**config.mk**
```make
export PLATFORM = sky130hd
export DESIGN_NAME = ifetch_flat
export DESIGN_NICKNAME = d
export VERILOG_FILES = /design/src/rtl/ifetch_pkg.sv /design/src/rtl/ifetch_if.sv /design/src/rtl/ifetch_slot.sv /design/src/rtl/ifetch.sv /design/src/flat_wrapper.sv
export SDC_FILE = /design/constraint.sdc
export NUM_CORES = 1
export LEC_CHECK = 0
export CAP_MARGIN = 40
export CORE_MARGIN = 8
export CORE_UTILIZATION = 35
export CTS_CLUSTER_DIAMETER = 40
export DETAILED_ROUTE_END_ITERATION = 16
export DONT_BUFFER_PORTS = 1
export PLACE_DENSITY_LB_ADDON = 0.15
export SYNTH_ARGS = -nofsm -noshare
export SYNTH_HDL_FRONTEND = slang
export SYNTH_SLANG_ARGS = --single-unit
```
**constraint.sdc**
```tcl
create_clock -name clk -period 6 [get_ports clk]
set_input_delay 0.6 -clock clk [delete_from_list [all_inputs] [get_ports clk]]
set_output_delay 0.6 -clock clk [all_outputs]
set_load 0.005 [all_outputs]
```
**src/rtl/ifetch_pkg.sv**
```systemverilog
// Shared types and helpers for the instruction fetch stage.
package ifetch_pkg;

    localparam int unsigned IF_SLOTS = 2;
    localparam int unsigned SLOT_CUR = 0;
    localparam int unsigned SLOT_NXT = 1;

    typedef enum logic {
        IDLE = 1'b0,
        BUSY = 1'b1
    } fsm_t;

    // Increment modulo 2^(pmsb+1); the caller narrows the result to its PC width.
    function automatic logic [31:0] inc_pc(input logic [31:0] pc, input int unsigned pmsb);
        logic [31:0] mask;
        mask = (pmsb >= 32'd31) ? 32'hFFFF_FFFF : ((32'd1 << (pmsb + 32'd1)) - 32'd1);
        return (pc + 32'd1) & mask;
    endfunction

endpackage

```
**src/rtl/ifetch_if.sv**
```systemverilog
// Program-memory req/ack bus between the fetch stage and instruction memory.
interface ifetch_if #(
    parameter int unsigned IMSB = 15,
    parameter int unsigned PMSB = 7
);
    logic          req;
    logic [PMSB:0] addr;
    logic          ack;
    logic [IMSB:0] rdata;

    modport master (output req, output addr, input ack, input rdata);
    modport slave  (input req, input addr, output ack, output rdata);
endinterface

```
**src/rtl/ifetch_slot.sv**
```systemverilog
// One buffer entry: valid/tag/data register with load (priority), clear and tag compare.
module ifetch_slot #(
    parameter int unsigned IMSB = 15,
    parameter int unsigned PMSB = 7
) (
    input  logic          clk,
    input  logic          rstn,
    input  logic          load,
    input  logic          clear,
    input  logic [PMSB:0] load_tag,
    input  logic [IMSB:0] load_data,
    input  logic [PMSB:0] cmp_tag,
    output logic          vld,
    output logic [PMSB:0] tag,
    output logic [IMSB:0] data,
    output logic          hit_c
);

    always_ff @(posedge clk or negedge rstn) begin
        if (!rstn) begin
            vld  <= 1'b0;
            tag  <= '0;
            data <= '0;
        end else if (load) begin
            vld  <= 1'b1;
            tag  <= load_tag;
            data <= load_data;
        end else if (clear) begin
            vld  <= 1'b0;
        end
    end

    assign hit_c = vld && (tag == cmp_tag);

endmodule

```
**src/rtl/ifetch.sv**
```systemverilog
// Instruction fetch stage: two-entry buffer (current + sequential prefetch) in front of
// a variable-latency program memory; a tag mismatch against pc flushes the buffer.
module ifetch
    import ifetch_pkg::*;
#(
    parameter int unsigned IMSB = 15,
    parameter int unsigned PMSB = 7
) (
    input  logic          clk,
    input  logic          rstn,
    input  logic [PMSB:0] pc,
    output logic [IMSB:0] inst,
    output logic          setn,
    ifetch_if.master      mem
);

    localparam int unsigned PW = PMSB + 1;

    fsm_t          state;
    logic [PMSB:0] req_tag;

    logic          s_load    [IF_SLOTS];
    logic          s_clear   [IF_SLOTS];
    logic [PMSB:0] s_ld_tag  [IF_SLOTS];
    logic [IMSB:0] s_ld_data [IF_SLOTS];
    logic [PMSB:0] s_cmp     [IF_SLOTS];
    logic          s_vld     [IF_SLOTS];
    logic [PMSB:0] s_tag     [IF_SLOTS];
    logic [IMSB:0] s_data    [IF_SLOTS];
    logic          s_hit     [IF_SLOTS];

    logic          hit, nxt_match, flush, fill, fill_cur, fill_nxt;
    logic          need_any, need_any_n;
    logic          cur_v_n, nxt_v_n, cur_ok_n, nxt_ok_n;
    logic [PMSB:0] pc1, target, target_n, pc_n, pc_n1, cur_tag_n, nxt_tag_n;

    assign pc1            = PW'(inc_pc(32'(pc), PMSB));
    assign s_cmp[SLOT_CUR] = pc;
    assign s_cmp[SLOT_NXT] = pc1;

    for (genvar i = 0; i < int'(IF_SLOTS); i++) begin : g_slot
        ifetch_slot #(.IMSB(IMSB), .PMSB(PMSB)) u_slot (
            .clk       (clk),
            .rstn      (rstn),
            .load      (s_load[i]),
            .clear     (s_clear[i]),
            .load_tag  (s_ld_tag[i]),
            .load_data (s_ld_data[i]),
            .cmp_tag   (s_cmp[i]),
            .vld       (s_vld[i]),
            .tag       (s_tag[i]),
            .data      (s_data[i]),
            .hit_c     (s_hit[i])
        );
    end

    // Slot update: flush, then consume, then a memory fill that may override both.
    always_comb begin
        hit       = s_hit[SLOT_CUR];
        nxt_match = s_hit[SLOT_NXT];
        flush     = s_vld[SLOT_CUR] && !hit;
        fill      = mem.ack && (state == BUSY);
        fill_cur  = fill && (((req_tag == pc) && !hit) || ((req_tag == pc1) && hit));
        fill_nxt  = fill && !hit && (req_tag == pc1);

        s_load[SLOT_CUR]    = fill_cur || (hit && nxt_match);
        s_clear[SLOT_CUR]   = flush || hit;
        s_ld_tag[SLOT_CUR]  = fill_cur ? req_tag : s_tag[SLOT_NXT];
        s_ld_data[SLOT_CUR] = fill_cur ? mem.rdata : s_data[SLOT_NXT];

        s_load[SLOT_NXT]    = fill_nxt;
        s_clear[SLOT_NXT]   = flush || hit;
        s_ld_tag[SLOT_NXT]  = req_tag;
        s_ld_data[SLOT_NXT] = mem.rdata;
    end

    // Fetch need now (IDLE launch) and after this edge's slot update (BUSY re-issue).
    always_comb begin
        need_any  = !hit || !nxt_match;
        target    = hit ? pc1 : pc;

        cur_v_n   = s_load[SLOT_CUR] || (!s_clear[SLOT_CUR] && s_vld[SLOT_CUR]);
        cur_tag_n = s_load[SLOT_CUR] ? s_ld_tag[SLOT_CUR] : s_tag[SLOT_CUR];
        nxt_v_n   = s_load[SLOT_NXT] || (!s_clear[SLOT_NXT] && s_vld[SLOT_NXT]);
        nxt_tag_n = s_load[SLOT_NXT] ? s_ld_tag[SLOT_NXT] : s_tag[SLOT_NXT];

        pc_n       = hit ? pc1 : pc;
        pc_n1      = PW'(inc_pc(32'(pc_n), PMSB));
        cur_ok_n   = cur_v_n && (cur_tag_n == pc_n);
        nxt_ok_n   = nxt_v_n && (nxt_tag_n == pc_n1);
        need_any_n = !cur_ok_n || !nxt_ok_n;
        target_n   = cur_ok_n ? pc_n1 : pc_n;
    end

    // Request FSM: at most one outstanding request, address frozen until ack.
    always_ff @(posedge clk or negedge rstn) begin
        if (!rstn) begin
            state   <= IDLE;
            req_tag <= '0;
        end else begin
            case (state)
                IDLE: begin
                    if (need_any) begin
                        req_tag <= target;
                        state   <= BUSY;
                    end
                end
                BUSY: begin
                    if (mem.ack) begin
                        if (need_any_n) begin
                            req_tag <= target_n;
                        end else begin
                            state <= IDLE;
                        end
                    end
                end
                default: state <= IDLE;
            endcase
        end
    end

    assign setn     = hit;
    assign inst     = s_data[SLOT_CUR];
    assign mem.req  = (state == BUSY);
    assign mem.addr = req_tag;

endmodule
```
**src/flat_wrapper.sv**
```systemverilog
// flat-port wrapper written by rule: the top's interface ports become plain ports
module ifetch_flat import ifetch_pkg::*;
#(
    parameter int unsigned IMSB = 15,
    parameter int unsigned PMSB = 7
)
  (clk, rstn, pc, inst, setn, mem_req, mem_addr, mem_ack, mem_rdata);
  ifetch_if #(.IMSB(IMSB), .PMSB(PMSB)) mem_i ();
  input  logic clk;
  input  logic rstn;
  input  logic [PMSB:0] pc;
  output logic [IMSB:0] inst;
  output logic setn;
  output wire logic [$bits(mem_i.req)-1:0] mem_req;
  output wire logic [$bits(mem_i.addr)-1:0] mem_addr;
  input wire logic [$bits(mem_i.ack)-1:0] mem_ack;
  input wire logic [$bits(mem_i.rdata)-1:0] mem_rdata;
  assign mem_req = mem_i.req;
  assign mem_addr = mem_i.addr;
  assign mem_i.ack = mem_ack;
  assign mem_i.rdata = mem_rdata;
  ifetch #(.IMSB(IMSB), .PMSB(PMSB)) u_core (.clk(clk), .rstn(rstn), .pc(pc), .inst(inst), .setn(setn), .mem(mem_i));
endmodule
```
Word level (Yosys, flattened, before mapping)
Cells that the tools add are included.
{"block": "totals", "reg_bits": 59, "in_bits": 27, "out_inout_bits": 26, "word_cells": 66}
{"block": "op_classes", "n_addsub": 2, "eq_ne": 9, "mux": 17, "n_reduce_logical": 29, "bitwise_logic": 1}
{"cell": "$mux W8", "count": 8}
{"cell": "$eq A8 B8 Y1", "count": 6}
{"cell": "$add A8 B1 Y8 const B", "count": 2}
{"cell": "$mux W16", "count": 1}
{"cell": "$pmux W8 S2", "count": 1}
{"cell": "$logic_and A1 B1 Y1", "count": 14}
{"cell": "$logic_or A1 B1 Y1", "count": 7}
{"cell": "$mux W1", "count": 6}
{"cell": "$logic_not A1 Y1", "count": 5}
{"cell": "$ne A2 B2 Y1 const B", "count": 2}
{"cell": "$reduce_bool A2 Y1", "count": 2}
{"cell": "$reduce_and A3 Y1", "count": 1}
{"cell": "$ne A2 B1 Y1 const B", "count": 1}
{"cell": "$pmux W1 S2", "count": 1}
{"cell": "$not A1 Y1", "count": 1}

Depth between registers and ports, before layout
Gate-level depths: netlist (run 1).
{"block": "logic_depth", "ltp_word": 15, "depth_mapped": 17, "ltp_nobuf": 14}

By module
A second synthesis (run 1) with hierarchy kept.
{"block": "hier_totals", "cells_unflattened": 432, "hier_area_um2": 4530.6}
{"mod": "ifetch", "n_inst": 1, "area_each_um2": 2290.9, "cells_per_inst": 300, "seq_area_each_um2": 225.2}
{"mod": "ifetch_slot", "n_inst": 2, "area_each_um2": 1119.8, "cells_per_inst": 66, "seq_area_each_um2": 625.6}

Least setup slack after synthesis (run 1)
Ideal clock, no wire load.
{"block": "synth_path", "kind": "input to register", "startpoint": "in pc[0]", "endpoint": "reg u_core.req_tag[2], in the netlist u_core.mem.addr[2]", "path_stages": 16, "setup_time_ns": 0.125, "required_ns": 5.875, "slack_ns": 1.922, "arrival_time_ns": 3.953, "cell_sequence": "buf_2 > xor2_1 > nor4_1 > and3_1 > clkbuf_1 > clkbuf_1 > mux2_2 > ha_1 > nand3_1 > a21oi_1 > o22ai_1 > xor2_1 > xnor2_1 > and4b_4 > a21oi_4 > mux2_4"}
{"block": "synth_between", "elab_chain_cells": 14, "word_cells_on_any_way": 45, "classes_between": "add/sub (2); eq/ne (8); mux (9); reduce/logical (26)"}
{"item": "start, declared", "line": "flat_wrapper.sv:11", "text": "input logic [PMSB:0] pc;"}
{"item": "branches (longest 14 deep; another with $add A8 B1 Y8)"}
{"item": "end signal, assigned", "line": "ifetch.sv:104", "text": "req_tag <= target;"}
{"item": "end signal, assigned", "line": "ifetch.sv:111", "text": "req_tag <= target_n;"}
{"item": "end, declared", "line": "ifetch.sv:20", "text": "logic [PMSB:0] req_tag;"}
Several ways; the timed one is not identified. The select of a mux whose other input is x is not followed.
A chain may end at the register's enable or synchronous reset.

Final worst setup path (run 1)
{"block": "layout_path", "startpoint": "reg u_core.g_slot[0].u_slot.tag[0]", "endpoint": "reg u_core.req_tag[5], in the netlist u_core.mem.addr[5]"}
{"block": "layout_between", "elab_chain_cells": 14, "word_cells_on_any_way": 39, "classes_between": "add/sub (1); eq/ne (5); mux (9); reduce/logical (24)"}
{"item": "start, declared", "line": "ifetch_slot.sv:14", "text": "output logic [PMSB:0] tag,"}
{"item": "start signal, assigned", "line": "ifetch_slot.sv:26", "text": "tag <= load_tag;"}
{"item": "branches (longest 14 deep; another with $add A8 B1 Y8)"}
Several ways; the timed one is not identified. The select of a mux whose other input is x is not followed.

==> flow_summary_export.csv, run 1 <==
group,metric,value,unit
routing,wirelength,9230,microns
clock_tree,insertion_delay,0.33,ns
critical_path,critPathTopFamily,"simple AND/OR/NAND/NOR gates",
yosys,synthCells,367,
sta,fin_crit,3.99,ns
floorplan,ios,53,
critical_path,rr_endpoint,"u_core.mem.addr[5]",
critical_path,critical-path-max-stage-delay,0.59,ns
yosys,synth_ff_type,"dfrtp_1",
yosys,synth_nets,396,
critical_path,cp_cell_sequence,"xor2_1 > nor4_1 > and3_1 > mux2_2 > ha_1 > nand3_1 > a21oi_1 > nor2_1 > xnor2_2 > or3_1 > nand3_2 > a21oi_4 > mux2_4",
critical_path,worstPathBufferInverterCount,0,
routing,avgRoutedWirePerCell,18.6,microns
routing,route.vias.total,2596,
power,powerDensity,263,mW/mm^2
yosys,ys_seq_area_share,39.7,%
yosys,yosysWarnings,0,
sta,grt_setup_unrepaired,"false",
yosys,netlist_top_cells_count,"dfrtp_1, nor2_1, xor2_1",
floorplan,rows,37,
clock_tree,cts_tree,"done",
sta,hold_violations,0,
sta,max_freq,0.250,GHz
clock_tree,ctsRootBufferMaster,"clkbuf_8",
floorplan,dieArea,0.0142,sq mm
global_route,gr-usage-all-layers,13.2,%
routing,dr.first_iter.drc_count,108,
clock_tree,cts.path.max_buffers,2,
global_route,antenna_found_initial,0,
sta,clock_skew,0.00882,ns
final_layout,drive_gt1_share,16.1,%
global_route,grt_max_degree,60,
yosys,synth-edff-count,0,
routing,drcViolationCount,0,
place,io_buffer_count,0,
yosys,synth_top_area_cell,"dfrtp_1",
clock_tree,numCtsBuffers,9,
critical_path,crit_type,"reg -> reg",
critical_path,reg2reg_from,"u_core.g_slot[0].u_slot.tag[0]",
critical_path,worst_setup_path_end_kind,"flip-flop",
final_layout,nets,385,
critical_path,worstPathArrival,4.21,ns
floorplan,core,0.0103,sq mm
power,power.total,1060,uW
routing,drtPass1Iterations,4,
run_status,outcome,"finished clean",
sta,slew_viol_final,0,
final_layout,antenna_cells,0,
critical_path,start_kind,"flip-flop",
yosys,post_synth_instance_area,0.00372,sq mm
global_route,grt_pass1_wl,14700,microns
place,dp_hpwl,6670,microns
critical_path,rrSetupSlack,2.01,ns
place,finalWeightedCongestion,0.838,
critical_path,cp_slowest_cell,"and3_1",
sta,period_share,66.6,%
yosys,synthArstFlopShare,100,%
clock_tree,cts.htree.levels,3,
clock_tree,cts_setup_buffers,0,
critical_path,ff2ff_path_depth,13,
hold_path,hp-class,"in -> async",
critical_path,crit_required,6.22,ns
yosys,synth_seq_cells,59,
clock_tree,clock_sinks,59,
sta,maxSlewHeadroom,54.2,%
sta,tightest_slew,0.677,ns
critical_path,critPathMaxFanout,17,
routing,viasPerCell,5.23,
global_route,grt_pass1_vias,2624,
yosys,syn_area_per_cell,10.1,sq um
power,vdd_drop_max,0.211,mV
clock_tree,clk_pin_slew,0.06,ns
yosys,yosysMostFrequentCell,"dfrtp_1",
global_route,grt_overflow,0,
flow_run,maxCapViolations,0,
yosys,synth_top_area_share,39.7,%
routing,final_antenna_net_count,0,
sta,fin_tns_setup,0,ns
sta,setup_viol,0,
floorplan,floorplan.initialDensity,36.0,%
final_layout,syn_to_final_growth,7.85,%
power,p_leak,0.00197,uW
floorplan,fp.dieH,119,microns
floorplan,die_w,119,microns
yosys,synth.distinct_cells,48,
yosys,synth_area_leaders,"dfrtp_1, xor2_1, mux2i_1, mux2_2, xnor2_1",
==> how the worst max path moves through the flow <==
stage | startpoint | end | depth (start not counted)
floorplan | pc[0] | u_core.mem.addr[2] | 16
finish | u_core.g_slot[0].u_slot.tag[0] | u_core.mem.addr[5] | 13
global route | u_core.g_slot[0].u_slot.tag[0] | u_core.mem.addr[7] | 13
detailed placement | pc[7] | u_core.mem.addr[6] | 13
global placement | pc[7] | u_core.mem.addr[4] | 13
CTS | u_core.mem.addr[5] | u_core.mem.addr[7] | 10
==> worst reg2reg max path: cells and delay by family (launching register included) <==
family	cells	cell delay (ns)
fa+ha+maj	1	0.25
mux	2	0.77
xor+xnor	2	0.35
simple gates	6	1.65
flops	1	0.40
compound gates	2	0.44
==> timing repair <==
item	4_1_cts	5_1_grt
gates resized for setup	0	0
setup endpoints to repair	0	0
hold buffers	1	0
hold endpoints to repair	59	0
==> stage by stage <==
stage	instance area (sq um)	util [%]	hold WS, ns	setup WS, ns	cells
floorplan	3720	-	0.304	1.92	367
finish	4010	38.8	0.115	2.01	496
CTS	4010	38.8	0.131	1.99	496
detailed placement	3800	36.8	0.308	1.80	480
global placement	3800	36.8	0.308	1.86	480
global route	4010	38.8	0.120	1.71	496
==> sequential cells by signal, summed over array words and instances, names as in the netlist <==
register,cells
u_core.g_slot.u_slot.data,32
u_core.g_slot.u_slot.tag,16
u_core.g_slot.u_slot.vld,2
u_core.mem.addr,8
u_core.mem.req,1
==> layout make-up <==
type / count / area, sq um
well taps: 136 / 170
repair buffers: 3 / 42.5
multi-input cells: 275 / 2110
fillers: 1041 / 6320
inverters: 8 / 30.0
clock buffers: 9 / 124
flip-flops and latches: 59 / 1480
clock inverters: 6 / 57.6
==> routing by layer <==
layer  part of all wire (%)  GRT usage (%)  wire length, microns  up-vias
met2                     43           19.5                  4010       63
met5                      0              0                     0        -
met3                    9.0           6.05                   830        9
li1                       -              -                     -     1254
met4                    1.5           4.66                   135        0
met1                     46           16.7                  4260     1270
==> layout by cell type (no fill, tap or decap), types with 2 or more instances in the layout <==
cell,n
dfrtp_1,59
nor2_1,34
xor2_1,32
a21oi_1,28
mux2i_1,25
xnor2_1,24
mux2_2,20
nand2_1,15
mux2_4,11
clkbuf_8,9
and3_1,8
inv_1,8
nor3_1,7
nand3_1,7
o21ai_0,7
nand4_1,5
nand2b_1,5
or3_1,4
o22ai_1,4
clkinv_2,4
and2_1,3
a31oi_1,3
nor4_1,2
nor4b_1,2
and4_1,2
xnor3_1,2
a21oi_4,2
nor3b_1,2
nand4b_1,2
nor2b_1,2
ha_1,2
buf_4,2
==> cell families after synthesis <==
| logic type | share of synthesized area (%) |
|---|---|
| multiplexers | 17.2 |
| flip-flops | 39.7 |
| buffers and inverters | 3.87 |
| AO/OA/AOI/OAI | 8.15 |
| XOR/XNOR | 14.8 |
| adder cells (fa/ha/maj) | 0.673 |
| AND/OR/NAND/NOR | 15.5 |
==> report_power, final <==
part           internal (uW)  leakage, uW  switching, uW  total, uW
combinational            104      0.00109           91.8        196
sequential               462     0.000783           60.8        523
clock                    186    0.0000946            150        337
total                    752      0.00197            303       1060
(Power assumes the default switching activity.)
==> inputs of run 2 (changes only) <==
==> constraint.sdc (replaced) <==
create_clock -name clk -period 3.9 [get_ports clk]
set_input_delay 0.39 -clock clk [delete_from_list [all_inputs] [get_ports clk]]
set_output_delay 0.39 -clock clk [all_outputs]
set_load 0.005 [all_outputs]
==> run 2 against run 1 <==
Net effect: clock power is 58% higher; combinational power is 70% higher; via count is 1.9% higher; critical endpoint is now u_core.mem.addr[6]; non-clock buffer count is 12 higher; highest routed layer unchanged; first-iteration DRC count is 45% higher; final cell count is 2.6% higher.
==> flow_summary_export.csv, run 2 (synthesis gave the netlist of run 1 again) <==
group,metric,value,unit
final_layout,nets,397,
floorplan,floorplan.initialDensity,36.0,%
sta,setup_viol,0,
final_layout,multi_input_area,0.00211,sq mm
final_layout,syn_to_final_growth,10.4,%
critical_path,cp_cell_sequence,"or3b_1 > a2111oi_2 > nor3_1 > or4_4 > mux2_4 > xor2_1 > xnor2_1 > and4b_4 > a21oi_4 > mux2_4",
place,finalWeightedCongestion,0.800,
critical_path,critPathMaxFanout,12,
critical_path,crit_type,"reg -> reg",
clock_tree,clock_sinks,59,
routing,viasPerCell,5.20,
routing,wirelength,9790,microns
floorplan,dieArea,0.0142,sq mm
place,dp_cells,491,
clock_tree,cts_setup_buffers,0,
sta,period_share,94.9,%
final_layout,layout_commonest_cell,"dfrtp_1",
sta,fin_tns_setup,0,ns
final_layout,final_util,39.8,%
sta,maxSlewHeadroom,62.5,%
final_layout,drive_gt1_share,18.2,%
clock_tree,cts.path.max_buffers,2,
final_layout,largest_reg_flops,32,
sta,grt_setup_unrepaired,"false",
hold_path,hp-class,"in -> reg",
sta,hold_violations,0,
critical_path,worst_setup_path_end_kind,"flip-flop",
clock_tree,clk_pin_slew,0.07,ns
routing,dr.first_iter.drc_count,157,
global_route,gr-usage-all-layers,14.3,%
floorplan,fp.dieH,119,microns
final_layout,stdcell_count,509,
final_layout,top_register,"u_core.g_slot.u_slot.data",
sta,max_freq,0.270,GHz
sta,slew_viol_final,0,
final_layout,layout_common_cells,"dfrtp_1, nor2_1, xor2_1, a21oi_1, mux2i_1",
global_route,grt_overflow,0,
clock_tree,numCtsBuffers,9,
final_layout,ff_latch_area,0.00148,sq mm
routing,final_antenna_net_count,0,
critical_path,cp_slowest_cell,"or4_4",
clock_tree,ctsRootBufferMaster,"clkbuf_8",
global_route,grt_pass1_wl,15800,microns
critical_path,crit_required,4.12,ns
floorplan,core,0.0103,sq mm
final_layout,antenna_cells,0,
place,io_buffer_count,0,
critical_path,worstPathArrival,3.92,ns
critical_path,cp_common_cell,"mux2_4",
run_status,outcome,"finished clean",
power,powerDensity,404,mW/mm^2
sta,tightest_slew,0.555,ns
critical_path,start_kind,"flip-flop",
clock_tree,cts_tree,"done",
final_layout,filler_cell_count,1051,
clock_tree,cts.htree.levels,3,
clock_tree,insertion_delay,0.33,ns
floorplan,ios,53,
critical_path,worstPathBufferInverterCount,0,
routing,drtPass1Iterations,4,
routing,drcViolationCount,0,
floorplan,die_w,119,microns
routing,avgRoutedWirePerCell,19.2,microns
routing,route.vias.total,2645,
sta,clock_skew,0.0159,ns
flow_run,maxCapViolations,0,
sta,fin_crit,3.70,ns
critical_path,critPathTopFamily,"simple AND/OR/NAND/NOR gates",
global_route,antenna_found_initial,0,
power,p_leak,0.00203,uW
critical_path,critical-path-max-stage-delay,0.68,ns
floorplan,rows,37,
global_route,grt_pass1_vias,2779,
place,dp_hpwl,7010,microns
power,vdd_drop_max,0.273,mV
global_route,grt_max_degree,60,
## run 2: changes by cell type in the layout (fill, tap and decap cells not counted)
cell | previous run | this run
buf_4 | 2 | 13
clkbuf_1 | 0 | 2
clkinv_2 | 4 | 3
clkinv_4 | 0 | 1
clkinvlp_4 | 1 | 0
dlygate4sd3_1 | 0 | 1
## run 2: worst paths after layout
| kind | from | end | slack (ns) | depth (start not counted) |
|---|---|---|---|---|
| hold reg to reg | u_core.g_slot[1].u_slot.data[6] | u_core.g_slot[1].u_slot.data[6] | 0.50 | 1 |
| setup / recovery | u_core.mem.addr[5] | u_core.mem.addr[6] | 0.20 | 10 |
| min in group asynchronous | rstn | u_core.mem.req | 0.61 | 2 |
| setup reg to reg | u_core.mem.addr[5] | u_core.mem.addr[6] | 0.20 | 10 |
| hold / removal | mem_rdata[1] | u_core.g_slot[1].u_slot.data[1] | 0.20 | 1 |
| max in group asynchronous | rstn | u_core.g_slot[0].u_slot.tag[0] | 3.03 | 2 |
## run 2: area by class of cell
cell class,count,share of cell area [%]
timing repair buffer,15,3.29
multi-input combinational,275,51.3
clock inverter,5,1.31
tap,136,4.15
clock buffer,11,3.20
inverter,8,0.732
sequential,59,36.0
## run 2: layer usage
layer	up-vias	global-route usage, %	wire length (microns)
li1	1278	-	-
met1	1289	17.8	4360
met2	69	22.6	4510
met3	9	5.95	835
met4	0	3.32	82
met5	-	0	0
## run 2: where the power goes
| group | leakage (uW) | switching (uW) | total [uW] | internal (uW) |
|---|---|---|---|---|
| Combinational | 0.00115 | 164 | 334 | 170 |
| Clock | 0.0000971 | 240 | 534 | 293 |
| Sequential | 0.000783 | 78.4 | 789 | 710 |
## run 2: repair_timing
action                                 CTS  global route
gates resized for setup                  0             0
hold buffers                             2             0
endpoints found under the hold margin   59             0
## run 2: per-stage QoR
step	hold slack [ns]	cell area (sq um)	worst slack, ns	power, uW
2_1_floorplan	0.0944	3720	0.0320	1040
3_3_place_gp	0.0982	3880	0.211	1120
3_5_place_dp	0.0980	3880	0.186	1120
4_1_cts	0.180	4100	0.181	1690
5_1_grt	0.177	4100	0.0244	1760
6_report	0.200	4100	0.199	1660
